## src/rtl/latch_id_ex_pkg.sv

```systemverilog
// Shared definitions for the ID/EX stage: control-bit positions, drain FSM states
// and the opcode values the control decoder also uses.
package latch_id_ex_pkg;

    localparam int CTRL_W        = 9;
    localparam int CTRL_REGWRITE = 0;
    localparam int CTRL_MEMTOREG = 1;
    localparam int CTRL_MEMWRITE = 2;
    localparam int CTRL_MEMREAD  = 3;
    localparam int CTRL_BRANCH   = 4;
    localparam int CTRL_REGDST   = 5;
    localparam int CTRL_ALUSRC   = 6;
    localparam int CTRL_ALUOP_LO = 7;
    localparam int CTRL_ALUOP_HI = 8;

    typedef enum logic [1:0] {
        ST_RUN    = 2'd0,
        ST_DRAIN  = 2'd1,
        ST_HALTED = 2'd2
    } state_e;

    localparam logic [5:0] OP_RTYPE = 6'h00;
    localparam logic [5:0] OP_BEQ   = 6'h04;
    localparam logic [5:0] OP_ADDI  = 6'h08;
    localparam logic [5:0] OP_LW    = 6'h23;
    localparam logic [5:0] OP_SW    = 6'h2B;
    localparam logic [5:0] OP_HALT  = 6'h3F;

endpackage

```

## src/rtl/latch_id_ex_hazard.sv

```systemverilog
// Load-use hazard compare: a load in EX whose destination is read by the instruction in ID.
module hazard_load_use #(
    parameter int N_BITS_REG = 5
) (
    input  logic                  ex_valid,
    input  logic                  ex_mem_read,
    input  logic [N_BITS_REG-1:0] ex_rt,
    input  logic [N_BITS_REG-1:0] id_rs,
    input  logic [N_BITS_REG-1:0] id_rt,
    input  logic                  id_valid,
    input  logic                  run,
    output logic                  stall
);

    logic load_use;

    // r0 is hardwired to zero, so a load targeting it never creates a dependency
    assign load_use = ex_valid & ex_mem_read & (ex_rt != '0) &
                      ((ex_rt == id_rs) | (ex_rt == id_rt));
    assign stall    = load_use & id_valid & run;

endmodule

```

## src/rtl/latch_id_ex.sv

```systemverilog
// ID/EX pipeline register with load-use stall and halt-drain FSM.
// Define ID_EX_STATS_EN to add the o_bubble_count flush/stall bubble counter.
module latch_id_ex
    import latch_id_ex_pkg::*;
#(
    parameter int N_BITS     = 32,
    parameter int N_BITS_REG = 5,
    parameter int N_DRAIN    = 3
) (
    input  logic                  i_clk,
    input  logic                  i_reset,
    input  logic                  i_enable,
    input  logic                  i_valid,
    input  logic                  i_halt,
    input  logic                  i_flush,
    input  logic [N_BITS-1:0]     i_instruccion,
    input  logic [N_BITS-1:0]     i_pc4,
    input  logic [N_BITS-1:0]     i_rs_data,
    input  logic [N_BITS-1:0]     i_rt_data,
    input  logic [CTRL_W-1:0]     i_ctrl,
    output logic [CTRL_W-1:0]     o_ctrl,
    output logic [N_BITS-1:0]     o_pc4,
    output logic [N_BITS-1:0]     o_rs_data,
    output logic [N_BITS-1:0]     o_rt_data,
    output logic [N_BITS-1:0]     o_imm,
    output logic [N_BITS_REG-1:0] o_rs,
    output logic [N_BITS_REG-1:0] o_rt,
    output logic [N_BITS_REG-1:0] o_rd,
    output logic [5:0]            o_funct,
    output logic                  o_valid,
    output logic                  o_stall,
    output logic                  o_halted
`ifdef ID_EX_STATS_EN
    ,
    output logic [15:0]           o_bubble_count
`endif
);

    localparam int CNT_W = (N_DRAIN > 1) ? $clog2(N_DRAIN) : 1;

    state_e                state_q, state_d;
    logic [CNT_W-1:0]      cnt_q, cnt_d;
    logic                  stall;
    logic                  bubble;
    logic                  capture_valid;
    logic [N_BITS_REG-1:0] id_rs, id_rt, id_rd;
    logic [N_BITS-1:0]     imm_ext;
    logic                  unused_opcode;

    assign id_rs         = i_instruccion[21 +: N_BITS_REG];
    assign id_rt         = i_instruccion[16 +: N_BITS_REG];
    assign id_rd         = i_instruccion[11 +: N_BITS_REG];
    assign imm_ext       = {{(N_BITS-16){i_instruccion[15]}}, i_instruccion[15:0]};
    assign unused_opcode = ^i_instruccion[N_BITS-1:26];

    hazard_load_use #(.N_BITS_REG(N_BITS_REG)) u_hazard (
        .ex_valid    (o_valid),
        .ex_mem_read (o_ctrl[CTRL_MEMREAD]),
        .ex_rt       (o_rt),
        .id_rs       (id_rs),
        .id_rt       (id_rt),
        .id_valid    (i_valid),
        .run         (state_q == ST_RUN),
        .stall       (stall)
    );

    assign o_stall       = stall;
    assign o_halted      = (state_q == ST_HALTED);
    assign bubble        = i_flush | stall | (state_q != ST_RUN);
    assign capture_valid = i_valid & ~i_halt;

    // A halt only counts if it actually enters EX: a flush or stall in the same cycle cancels it
    always_comb begin
        state_d = state_q;
        cnt_d   = cnt_q;
        case (state_q)
            ST_RUN: begin
                if (i_halt && i_valid && !i_flush && !stall) begin
                    state_d = ST_DRAIN;
                    cnt_d   = CNT_W'(N_DRAIN - 1);
                end
            end
            ST_DRAIN: begin
                if (cnt_q == '0) state_d = ST_HALTED;
                else             cnt_d   = cnt_q - CNT_W'(1);
            end
            ST_HALTED: state_d = ST_HALTED;
            default:   state_d = ST_RUN;
        endcase
    end

    always_ff @(posedge i_clk or negedge i_reset) begin
        if (!i_reset) begin
            state_q <= ST_RUN;
            cnt_q   <= '0;
        end else if (i_enable) begin
            state_q <= state_d;
            cnt_q   <= cnt_d;
        end
    end

    always_ff @(posedge i_clk or negedge i_reset) begin
        if (!i_reset) begin
            o_ctrl    <= '0;
            o_valid   <= 1'b0;
            o_pc4     <= '0;
            o_rs_data <= '0;
            o_rt_data <= '0;
            o_imm     <= '0;
            o_rs      <= '0;
            o_rt      <= '0;
            o_rd      <= '0;
            o_funct   <= '0;
        end else if (i_enable) begin
            if (bubble) begin
                o_ctrl    <= '0;
                o_valid   <= 1'b0;
                o_pc4     <= '0;
                o_rs_data <= '0;
                o_rt_data <= '0;
                o_imm     <= '0;
                o_rs      <= '0;
                o_rt      <= '0;
                o_rd      <= '0;
                o_funct   <= '0;
            end else begin
                o_ctrl    <= capture_valid ? i_ctrl : '0;
                o_valid   <= capture_valid;
                o_pc4     <= i_pc4;
                o_rs_data <= i_rs_data;
                o_rt_data <= i_rt_data;
                o_imm     <= imm_ext;
                o_rs      <= id_rs;
                o_rt      <= id_rt;
                o_rd      <= id_rd;
                o_funct   <= i_instruccion[5:0];
            end
        end
    end

`ifdef ID_EX_STATS_EN
    logic [15:0] bubble_count;

    // Only flush and load-use bubbles are counted; drain bubbles are expected behaviour
    always_ff @(posedge i_clk or negedge i_reset) begin
        if (!i_reset) begin
            bubble_count <= '0;
        end else if (i_enable && (i_flush || stall) && bubble_count != 16'hFFFF) begin
            bubble_count <= bubble_count + 16'd1;
        end
    end

    assign o_bubble_count = bubble_count;
`endif

endmodule
```

## config.mk

```make
export PLATFORM = sky130hd
export DESIGN_NAME = latch_id_ex
export DESIGN_NICKNAME = d
export VERILOG_FILES = /design/src/rtl/latch_id_ex_pkg.sv /design/src/rtl/latch_id_ex_hazard.sv /design/src/rtl/latch_id_ex.sv
export SDC_FILE = /design/constraint.sdc
export NUM_CORES = 1
export LEC_CHECK = 0
export BUFFER_PORTS_ARGS = -buffer_cell sky130_fd_sc_hd__buf_4
export CORE_MARGIN = 10
export CORE_UTILIZATION = 41
export CTS_BUF_LIST = sky130_fd_sc_hd__clkbuf_8
export DETAILED_ROUTE_END_ITERATION = 12
export PLACE_DENSITY = 0.79
export SLEW_MARGIN = 10
export SYNTH_ARGS = -nofsm -noshare
export SYNTH_HDL_FRONTEND = slang
export SYNTH_SLANG_ARGS = --single-unit
```

## constraint.sdc

```tcl
create_clock -name i_clk -period 2 [get_ports i_clk]
set_clock_uncertainty 0.1 [all_clocks]
set_input_delay 0.2 -clock i_clk [delete_from_list [all_inputs] [get_ports i_clk]]
set_output_delay 0.2 -clock i_clk [all_outputs]
set_load 0.02 [all_outputs]
```

* Word level (Yosys, flattened, before mapping)
Cells that the tools add are included.
** Word-level totals
- RAM bits :: 0
- Output and inout bits :: 161
- Memory bits (read-only) :: 0
- Flip-flop bits (word level) :: 163
- Bits in latches :: 0
- Memories kept :: 0
- Word-level logic and storage cells :: 59
** Cells by class
- $lt $le $gt $ge :: 0
- Equal/unequal tests :: 7
- Multipliers :: 0
- Reductions and logical operators :: 12
- Bitwise logic cells :: 10
- Add/sub/neg operators :: 1
- Shifts and indexed selects :: 0
- Mux-type cells :: 17
- Div/mod/pow operators :: 0
** Operators with widths (number)
- two-way mux 32 bit :: 4
- two-way mux 9 bit :: 2
- two-way mux 5 bit :: 3
- equality test 5 bit :: 2
- two-way mux 2 bit :: 4
- bitwise AND 1 bit :: 6
- two-way mux 6 bit :: 1
- != test 2 bit (second input constant) :: 3
- case mux 2 bit (3 select lines) :: 1
- nonzero test 5 bit :: 1
- logical NOT 2 bit :: 2
- case mux 2 bit (2 select lines) :: 1
- AND reduction 4 bit :: 1
- nonzero test 2 bit :: 2
- logical AND 1 bit :: 3
- OR 1 bit :: 3
- AND reduction 3 bit :: 1
- equality test 2 x 1 -> 1 bit (second input constant) :: 1
- equality test 2 bit (second input constant) :: 1
- logical NOT 1 bit :: 2
- subtractor 2 x 1 -> 2 bit (second input constant) :: 1
- two-way mux 1 bit :: 1
- NOT 1 bit :: 1

* Longest topological paths before layout
Gate-level depths: netlist of run 1.
- Word-level depth :: 9
- Mapped depth :: 9
- Mapped depth without buffers :: 8

* Cells and area by module
From an unflattened synthesis of run 1, not the netlist that was laid out.
** Second synthesis, totals
- Cells, all modules :: 369
- Area total of the unflattened synthesis :: 5301.3 um^2
** By module, submodules not included
- latch_id_ex :: area each 5163.7 um^2, times used 1, sequential area each 3403.3 um^2, cells an instance 351
- hazard_load_use :: area each 137.6 um^2, times used 1, sequential area each 0.0 um^2, cells an instance 18

* Least setup slack after synthesis of run 1
Ideal clock, no wire load.
- Path kind :: register to register
- Start point :: reg o_rt[3]
- End point :: reg cnt_q[0]
- Data arrival time :: 1.863 ns
- Setup time :: 0.126 ns
- Required time :: 1.774 ns
- Path buffers :: 0
- Slack :: -0.089 ns
- Clock period less this slack :: 2.089 ns
- Stages on the path, launching flop included :: 7
- Path through :: dfrtp_1 or4_1 o21ai_2 nand2b_1 o221ai_1 o21ai_0 a221o_1
** On the way
- Word-level cells in the longest chain between the ends :: 9
** Ends and longest elaborated chain
- from (decl) :: RTL line latch_id_ex.sv:27 : output logic [N_BITS_REG-1:0] o_rt,
- from (signal assigned) :: RTL line latch_id_ex.sv:134 : o_rt <= id_rt;
- equality test 5 bit / nonzero test 5 bit (equally long branches) :: RTL line latch_id_ex_hazard.sv:19, latch_id_ex_hazard.sv:18
- OR 1 bit / bitwise AND 1 bit (equally long branches) :: RTL line latch_id_ex_hazard.sv:19, latch_id_ex_hazard.sv:18
- bitwise AND 1 bit * :: RTL line latch_id_ex_hazard.sv:18 : assign load_use = ex_valid & ex_mem_read & (ex_rt != '0) &
- bitwise AND 1 bit * (2 in series) :: RTL line latch_id_ex_hazard.sv:20 : assign stall = load_use & id_valid & run;
- logical NOT 1 bit * :: RTL line latch_id_ex.sv:78 : if (i_halt && i_valid && !i_flush && !stall) begin
- logical AND 1 bit * :: RTL line latch_id_ex.sv:78
- != test 2 bit (no source line) *
- AND reduction 4 bit (no source line) *
- to (signal assigned) :: RTL line latch_id_ex.sv:98 : cnt_q <= cnt_d;
- to (decl) :: RTL line latch_id_ex.sv:42 : logic [CNT_W-1:0] cnt_q, cnt_d;
Mark *: on every way between the ends. The rest lies on a longest branch, timed or not.
A chain may end at the register's enable or synchronous reset.

* Worst setup path after layout of run 1
- Start point :: reg o_rt[3]
- End point :: reg o_rt[4]
** On the way
- Word-level cells in the longest chain between the ends :: 8
** Ends and longest elaborated chain
- equality test 5 bit / nonzero test 5 bit (equally long branches) :: RTL line latch_id_ex_hazard.sv:19, latch_id_ex_hazard.sv:18
- OR 1 bit / bitwise AND 1 bit (equally long branches) :: RTL line latch_id_ex_hazard.sv:19, latch_id_ex_hazard.sv:18
- bitwise AND 1 bit * :: RTL line latch_id_ex_hazard.sv:18
- bitwise AND 1 bit * (2 in series) :: RTL line latch_id_ex_hazard.sv:20
- OR 1 bit * (2 in series) :: RTL line latch_id_ex.sv:69 : assign bubble = i_flush | stall | (state_q != ST_RUN);
- two-way mux 5 bit * :: RTL line latch_id_ex.sv:115 : if (bubble) begin
Marked as above.

==> metrics, run 1 <==
status=complete, but fails checks; failing checks=setup timing; PwrDens=931 mW/mm^2; Overall Power=0.00898 W; gr busiest metal=met2; CTS max path bufs=2; minimum clock period=2170 ps; Die Span X=roughly 130 um; number of synthesized flops with an enable pin=0; fmax=around 0.46 GHz; worst slew pin tran=between 600 and 700 ps; initial antenna violation count=2; CP startpoint kind=flop; Final period util=1.08; GR Util met2=0.389; drt drc=0; Reg2Reg Depth=11; first-pass GRT wire length=32,100 um; final hold slack=about 150 ps; Reg clk slew, reported paths=about 70 ps; met1 Use GR=0.255; Post-synth ARST share=1.00; design area=slightly below 0.01 mm^2; Ys Warns=0; ratio of cells with drive above 1 in the final layout=0.473; die height=133 um; worst path buffer plus inverter count=6; grt met3 use=0.0737; crit-path cells=buf_4, xnor2_2, nand2_1, o22ai_2, buf_6, buf_12, a21oi_4, buf_4, clkbuf_16, buf_4, a22o_1; # rows=approximately 40; fillers=between 700 and 800; TritonRoute pass-1 iters=5; unique cell type count in the Yosys netlist=28; Setup crit start=o_rt[3]$_DFFE_PN0P_; critical path's slowest cell=dfrtp_2; GP Congestion=~0.8; Layout area overhead=83.5%; RR Endpoint=o_rt[4]$_DFFE_PN0P_; Crit. End Element=flop; Max-cap violations=0; Sw Share=0.341; hold path cells=3; Seq cells post-synth=136; top_reg_cell synth=dfrtp_1; Max-Slew Margin vs Limit=0.595; register area share after synthesis=0.647; synthesized area=0.00526 mm^2; final wirelength=~22,000 um; Logic pwr share=0.379; Internal=a little under 0.006 W; Ports=approximately 300; RSZ-0062 raised after global routing=yes; commonest non-fill, non-tap cell in the layout=buf_4; Core Box Area=~0.013 mm^2; max incr delay on CP=about 400 ps; Leakage=about 5.0 nW; Starting DRT DRC Count=between 200 and 300; via count=5,007; reg2reg start=o_rt[3]$_DFFE_PN0P_; Psw=0.00306 W; Mapped Cells=roughly 370; crit path to=o_rt[4]$_DFFE_PN0P_; Setup CP Type=flop to flop; # H-tree levels=4; VDD IR-drop max=0.596 mV; vias in the first global route=between 5,000 and 6,000; Area after DPL=roughly 0.0076 mm^2; Required @ worst endpoint=around 2200 ps; largest net degree at the start of global routing=79; post-route setup slack=-168 ps; antenna-violating nets left=0; syn nets=519; final core occ=0.768; commonest non-fill, non-tap cells in the layout=buf_4 (303), dfrtp_1 (133), dlygate4sd3_1 (132); CP max FO=4; Nets=~940; Worst path top cell family by delay=buffers and inverters; Overall Global Routing Usage=0.226; worst skew pair latency=410 ps; DR vias/cell=just over 5; Hold Vio Cnt, Final=0; drt wl/cell=between 20 and 25 um; count of final max-slew check failures=0; # clock sinks=around 140; setup violators final=between 100 and 150; Reg power frac=0.394; DP HPWL=13,300 um; cell mode on critical path=buf_4; Die Footprint=roughly 0.018 mm^2; syn avg cell area=around 14 um^2; Crit path arrival time=about 2400 ps; TritonCTS clock tree=yes; dpl ws=-58.3 ps; worst hold path type=primary input to flop; CP Depth=11; IO Port Bufs=slightly below 300; Clk pwr share=0.227; CTS Root Cell=clkbuf_8; R2R setup slack=-170 ps; Starting Density=0.419; Remaining Overflow, GRT=0; CTS Buf Count=17
[cells in the mapped netlist, drive strengths merged (2+ instances only)]
| cell type | count | share of area |
|---|---|---|
| nand2 | 4 | 0.0029 |
| inv | 7 | 0.0050 |
| o21ai | 2 | 0.0026 |
| clkbuf | 14 | 0.010 |
| a22o | 131 | 0.22 |
| buf | 42 | 0.058 |
| nand3 | 3 | 0.0029 |
| nor2b | 2 | 0.0024 |
| nor2 | 2 | 0.0014 |
| ha | 4 | 0.0095 |
| dfrtp | 136 | 0.65 |
| nand2b | 2 | 0.0024 |
| mux2 | 2 | 0.0043 |
| xnor2 | 10 | 0.017 |
[layout make-up]
class                           instances  area (um^2)  share of cell area
Timing Repair Buffer                  461         4070               0.421
Sequential cell                       136         3410               0.353
Multi-Input combinational cell        173         1580               0.163
Clock buffer                           22          303              0.0314
Tap cell                              172          215              0.0223
Clock inverter                          8         50.0             0.00519
Inverter                                7         28.8             0.00298
Antenna cell                            2         5.00            0.000519
[layer usage]
| layer | routed length (um) | part of all wire |
|---|---|---|
| met5 | 0 | 0 |
| met4 | 489 | 0.023 |
| met3 | 1680 | 0.078 |
| met2 | 11100 | 0.51 |
| met1 | 8290 | 0.39 |
[cell families after synthesis]
logic type               count (synthesis)  synth area share
multiplexers                             2           0.00428
buffers and inverters                   63            0.0730
AO/OA/AOI/OAI                          139             0.230
XOR/XNOR                                10            0.0167
flip-flops                             136             0.647
adder cells (fa/ha/maj)                  4           0.00952
AND/OR/NAND/NOR                         18            0.0190
[worst min-delay path, delay by kind of cell]
family                 cells  cell delay, ps
AO/OA/AOI/OAI              1             190
buffers and inverters      2             230
[state kept, by name (all words and copies together), names as in the netlist]
| name | flops |
|---|---|
| o_pc4 | 32 |
| o_rs_data | 32 |
| o_rt_data | 32 |
| o_imm | 16 |
| o_ctrl | 9 |
| o_rs | 5 |
| o_rt | 5 |
| cnt_q | 2 |
| state_q | 2 |
| o_valid | 1 |
[worst min path at each step]
stage	slack (ps)	to	from
finish	150	o_valid$_DFFE_PN0P_	i_enable
global route	160	o_valid$_DFFE_PN0P_	i_enable
CTS	120	o_valid$_DFFE_PN0P_	i_enable
detailed placement	110	o_imm[7]$_DFFE_PN0P_	i_reset
global placement	100	o_imm[0]$_DFFE_PN0P_	i_reset
floorplan	-200	cnt_q[0]$_DFFE_PN0P_	i_reset
[through the flow]
stage	cells	setup TNS, ps
4_1_cts	970	-5830
2_1_floorplan	372	0
3_3_place_gp	806	-417
6_report	981	-11680
3_5_place_dp	806	-1340
5_1_grt	981	-20060
[power groups by stage]
stage / Clock (W) / Sequential, W / Combinational, W
detailed placement: 0 / 0.00355 / 0.00292
global placement: 0 / 0.00353 / 0.00284
floorplan: 0 / 0.00404 / 0.00105
finish: 0.00203 / 0.00354 / 0.00341
global route: 0.00221 / 0.00359 / 0.00359
CTS: 0.00207 / 0.00351 / 0.00317
[timing repair]
action,in CTS,in global routing
pin swaps,27,8
setup buffers,2,3
hold endpoints to repair,267,0
endpoints found under the setup margin,45,135
resized for setup,10,20
hold buffers,132,0
gates cloned,0,6
(Power assumes the default switching activity.)
==> inputs of run 2 (changes only) <==
--- a/config.mk
+++ b/config.mk
@@ -6,11 +6,14 @@
 export NUM_CORES = 1
 export LEC_CHECK = 0
 export BUFFER_PORTS_ARGS = -buffer_cell sky130_fd_sc_hd__buf_4
+export CELL_PAD_IN_SITES_DETAIL_PLACEMENT = 1
+export CELL_PAD_IN_SITES_GLOBAL_PLACEMENT = 1
 export CORE_MARGIN = 10
-export CORE_UTILIZATION = 41
+export CORE_UTILIZATION = 31
 export CTS_BUF_LIST = sky130_fd_sc_hd__clkbuf_8
 export DETAILED_ROUTE_END_ITERATION = 12
-export PLACE_DENSITY = 0.79
+export GPL_ROUTABILITY_DRIVEN = 0
+export PLACE_DENSITY_LB_ADDON = 0.1
 export SLEW_MARGIN = 10
 export SYNTH_ARGS = -nofsm -noshare
 export SYNTH_HDL_FRONTEND = slang
==> run 2 against run 1 <==
The flow still finishes with violations (setup timing). Critical path depth is 2 lower. Die area rose by 27%. First-iteration DRC count down 44%. Non-clock buffer count is 1 lower. Sequential share of layout area is 0.29 points lower.
==> metrics, run 2 (same netlist as run 1, synthesis figures left out) <==
RR Endpoint=o_rt_data[4]$_DFFE_PN0P_; Nets=942; Reg clk slew, reported paths=around 80 ps; commonest non-fill, non-tap cell in the layout=buf_4; Required @ worst endpoint=2270 ps; failing checks=setup timing; Reg2Reg Depth=9; Area after DPL=between 0.007 and 0.008 mm^2; R2R setup slack=-200 ps; minimum clock period=between 2000 and 2500 ps; Layout area overhead=85.0%; worst slew pin tran=between 600 and 700 ps; CP startpoint kind=flop; fmax=roughly 0.46 GHz; CP max FO=7; commonest non-fill, non-tap cells in the layout=buf_4 (304), dfrtp_1 (133), dlygate4sd3_1 (132); CTS Root Cell=clkbuf_8; Die Span X=between 150 and 200 um; Crit. End Element=flop; Worst path top cell family by delay=buffers and inverters; drt drc=0; Setup CP Type=flop to flop; vias in the first global route=between 5,000 and 6,000; first-pass GRT wire length=33,600 um; drt wl/cell=roughly 22 um; Starting DRT DRC Count=160; Core Box Area=approximately 0.017 mm^2; DP HPWL=approximately 14,000 um; final hold slack=between 150 and 200 ps; max incr delay on CP=between 500 and 600 ps; setup violators final=roughly 140; worst skew pair latency=430 ps; Starting Density=0.317; crit-path cells=or4_4, o21ai_4, inv_2, buf_6, a21oi_4, buf_12, buf_12, clkbuf_16, a22o_1; critical path's slowest cell=or4_4; Ports=roughly 300; Overall Global Routing Usage=0.190; Final period util=1.10; final wirelength=22,300 um; Hold Vio Cnt, Final=0; via count=around 5,000; ratio of cells with drive above 1 in the final layout=0.470; Leakage=4.99 nW; cell mode on critical path=buf_12; IO Port Bufs=297; worst path buffer plus inverter count=5; Die Footprint=between 0.02 and 0.025 mm^2; TritonRoute pass-1 iters=4; Max-cap violations=0; largest net degree at the start of global routing=about 130; VDD IR-drop max=a little under 0.5 mV; initial antenna violation count=0; CTS Buf Count=17; reg2reg start=o_rt[4]$_DFFE_PN0P_; # H-tree levels=4; Remaining Overflow, GRT=0; die height=150 um; TritonCTS clock tree=yes; # rows=47; Max-Slew Margin vs Limit=0.586; Crit path arrival time=between 2000 and 2500 ps; post-route setup slack=-198 ps; RSZ-0062 raised after global routing=yes; CTS max path bufs=2; status=complete, but fails checks; PwrDens=around 960 mW/mm^2; worst hold path type=primary input to asynchronous set/reset pin; top flop regs=o_pc4: 32 flops, o_rs_data: 32 flops, o_rt_data: 32 flops; antenna-violating nets left=0; DR vias/cell=4.80; # clock sinks=136; count of final max-slew check failures=0; design area=0.00973 mm^2
[run 2: cell types whose count changed in the layout (fill, tap and decap cells not counted), moves of 2 or more]
cell       previous run  this run
inv_1                 7         5
xnor2_1               3         7
xnor2_2               7         3
clkbuf_16             5         3
clkinv_4              0         2
bufinv_16             0         3
clkbuf_8             22        20
[run 2: worst max path at each step]
stage,start,endpoint,slack [ps],cells past startpoint
2_1_floorplan,o_rt[4]$_DFFE_PN0P_,o_ctrl[0]$_DFFE_PN0P_,20,7
3_3_place_gp,o_rt[4]$_DFFE_PN0P_,o_pc4[12]$_DFFE_PN0P_,-80,6
3_5_place_dp,o_rt[4]$_DFFE_PN0P_,o_pc4[13]$_DFFE_PN0P_,-150,6
4_1_cts,o_rt[3]$_DFFE_PN0P_,o_rt_data[6]$_DFFE_PN0P_,-190,9
5_1_grt,o_rt[4]$_DFFE_PN0P_,o_pc4[18]$_DFFE_PN0P_,-270,9
6_report,o_rt[4]$_DFFE_PN0P_,o_rt_data[4]$_DFFE_PN0P_,-200,9
[run 2: power breakdown]
part	total [W]	internal, W	switching (W)
logic	0.00340	0.00170	0.00170
clock network	0.00240	0.00132	0.00108
registers	0.00353	0.00320	0.000323
[run 2: metal layers]
metal	share of wire	global-route usage	up-vias	wire, um
met4	0.016	0.0637	0	361
li1	-	-	2221	-
met1	0.38	0.215	2462	8540
met5	0	0	-	0
met2	0.51	0.321	222	11300
met3	0.091	0.0756	25	2020
[run 2: stage by stage]
step           TNS (ps)  worst slack, ps  power, W  cells  utilization
2_1_floorplan         0             22.1   0.00509    372            -
3_3_place_gp      -7420            -81.6   0.00639    850        0.462
3_5_place_dp     -12800             -149   0.00650    850        0.462
4_1_cts          -19040             -195   0.00930   1023        0.579
5_1_grt          -30020             -268   0.00980   1027        0.587
6_report         -19380             -198   0.00933   1028        0.587
[run 2: timing repair]
action / CTS / global route
gates cloned: 2 / 4
buffers inserted: 8 / 1
pin swaps: 8 / 16
endpoints found under the setup margin: 134 / 137
gates resized for setup: 15 / 12
hold buffers: 132 / 0
endpoints found under the hold margin: 204 / 0
[run 2: area by class of cell]
cell class / instances / area (um^2)
tap: 220 / 275
clock buffer: 20 / 275
sequential: 136 / 3410
clock inverter: 11 / 148
fill: 1659 / 6850
inverter: 7 / 28.8
antenna: 1 / 2.50
multi-input combinational: 173 / 1560
timing repair buffer: 460 / 4040
==> inputs of run 3 (changes only) <==
--- a/config.mk
+++ b/config.mk
@@ -8,7 +8,7 @@
 export BUFFER_PORTS_ARGS = -buffer_cell sky130_fd_sc_hd__buf_4
 export CELL_PAD_IN_SITES_DETAIL_PLACEMENT = 1
 export CELL_PAD_IN_SITES_GLOBAL_PLACEMENT = 1
-export CORE_MARGIN = 10
+export CORE_MARGIN = 5
 export CORE_UTILIZATION = 31
 export CTS_BUF_LIST = sky130_fd_sc_hd__clkbuf_8
 export DETAILED_ROUTE_END_ITERATION = 12
==> constraint.sdc (replaced) <==
create_clock -name i_clk -period 2 [get_ports i_clk]
set_clock_uncertainty 0.1 [all_clocks]
set_input_delay 0.2 -clock i_clk [delete_from_list [all_inputs] [get_ports i_clk]]
set_output_delay 0.2 -clock i_clk [all_outputs]
set_load 0.01 [all_outputs]
==> run 3 against run 2 <==
The flow still finishes with violations (setup timing). Die area shrank 13%. Largest cell class unchanged. Setup slack gained 48 ps. Sequential power is essentially flat. Final area shrank 1.2%. First-iteration DRC count shrank 18%. Register-to-register slack gained 50 ps. Clock power grew 5%. Combinational power shrank 17%. Power shrank 4.9%. Critical path depth shrank 1. Clock-buffer cell count grew 1.
==> metrics, run 3 (same netlist as run 1, synthesis figures left out) <==
fmax=between 0.4 and 0.5 GHz; CP max FO=18; IO Port Bufs=around 300; count of final max-slew check failures=0; worst slew pin tran=approximately 670 ps; Crit. End Element=flop; Reg clk slew, reported paths=around 70 ps; antenna-violating nets left=0; Crit path arrival time=~2400 ps; Max-cap violations=0; via count=between 4,000 and 5,000; ratio of cells with drive above 1 in the final layout=0.455; CTS Root Cell=clkbuf_8; worst hold path type=primary input to asynchronous set/reset pin; Max-Slew Margin vs Limit=0.555; Leakage=4.98 nW; Ports=304; Die Footprint=0.0197 mm^2; Core Box Area=0.0166 mm^2; CTS Buf Count=17; DR vias/cell=roughly 4.8; DP HPWL=13,000 um; minimum clock period=2150 ps; status=complete, but fails checks; Die Span X=between 100 and 150 um; setup violators final=around 140; Reg2Reg Depth=8; Starting Density=0.316; drt wl/cell=20.3 um; # clock sinks=136; drt drc=0; failing checks=setup timing; VDD IR-drop max=0.415 mV; PwrDens=roughly 920 mW/mm^2; top flop regs=o_pc4: 32 flops, o_rs_data: 32 flops, o_rt_data: 32 flops; # rows=between 40 and 50; die height=140 um; CTS max path bufs=2; first-pass GRT wire length=roughly 32,000 um; Overall Global Routing Usage=0.206; Remaining Overflow, GRT=0; RSZ-0062 raised after global routing=yes; Setup CP Type=flop to flop; Ant. Diodes=0; Nets=940; initial antenna violation count=0; Starting DRT DRC Count=around 130; Hold Vio Cnt, Final=0; Layout area overhead=82.8%; final wirelength=approximately 21,000 um; CP startpoint kind=flop; Final period util=1.07; vias in the first global route=between 5,000 and 6,000; TritonRoute pass-1 iters=4; multi-input gate area in the final layout=0.00150 mm^2; commonest non-fill, non-tap cell in the layout=buf_4; largest net degree at the start of global routing=about 130; fillers=around 1,700; register area=0.00340 mm^2; commonest non-fill, non-tap cells in the layout=buf_4 (311), dfrtp_1 (136), dlygate4sd3_1 (132); dpl ws=-88.4 ps; worst skew pair latency=roughly 430 ps; # H-tree levels=4; Required @ worst endpoint=between 2000 and 2500 ps; final setup TNS=-14,470 ps; TritonCTS clock tree=yes; post-route setup slack=-150 ps
run 3: cell count changes in the layout (fill, tap and decap cells not counted), sizes merged:
cell	previous run	this run
clkinvlp	4	0
bufinv	3	4
diode	1	0
inv	7	8
clkinv	4	5
buf	325	324
run 3: metal layers:
layer,GRT usage,up-vias,wire length (um)
met2,0.345,220,10200
met5,0,-,0
met4,0.0678,0,408
li1,-,2209,-
met1,0.244,2456,8440
met3,0.0777,30,1810
run 3: final timing paths:
path / startpoint / to / slack (ps)
min in group i_clk: i_valid / o_valid$_DFFE_PN0P_ / 230
setup reg to reg: o_rt[0]$_DFFE_PN0P_ / o_rt[4]$_DFFE_PN0P_ / -150
hold / removal: i_reset / o_imm[10]$_DFFE_PN0P_ / 140
hold reg to reg: o_rs_data[9]$_DFFE_PN0P_ / o_rs_data[9]$_DFFE_PN0P_ / 410
setup / recovery: o_rt[0]$_DFFE_PN0P_ / o_rt[4]$_DFFE_PN0P_ / -150
max in group asynchronous: i_reset / o_rs_data[31]$_DFFE_PN0P_ / 990
run 3: metrics by stage:
step	area [um^2]	hold slack, ps	util	std cells	total power (W)
floorplan	5260	-196	-	372	0.00467
global placement	7710	18.2	0.463	856	0.00598
detailed placement	7710	20.8	0.463	856	0.00605
CTS	9540	103	0.573	1022	0.00889
global route	9610	123	0.578	1025	0.00933
finish	9610	139	0.578	1025	0.00887
run 3: power by group:
| group | switching, W | internal, W |
|---|---|---|
| Clock | 0.00105 | 0.00147 |
| Combinational | 0.00119 | 0.00162 |
| Sequential | 0.000329 | 0.00320 |
run 3: critical path, cell delays in order (launching register included):
cell and delay, ps:
dfrtp_1 420, or4_4 510, o21ai_4 170, inv_2 50, buf_4 140, a21oi_4 160
buf_12 200, buf_12 170, a22o_1 150
run 3: final cells by class:
| type | count | share of cell area |
|---|---|---|
| sequential | 136 | 0.354 |
| inverter | 7 | 0.00299 |
| clock inverter | 10 | 0.0155 |
| multi-input combinational | 173 | 0.156 |
| clock buffer | 21 | 0.0301 |
| timing repair buffer | 458 | 0.413 |
| tap | 220 | 0.0286 |
run 3: what timing repair did:
action,CTS,global route
gates cloned,1,2
pin swaps,6,3
hold endpoints to repair,267,0
buffers inserted,2,1
resized for setup,9,3
hold buffers,132,0
endpoints found under the setup margin,126,137
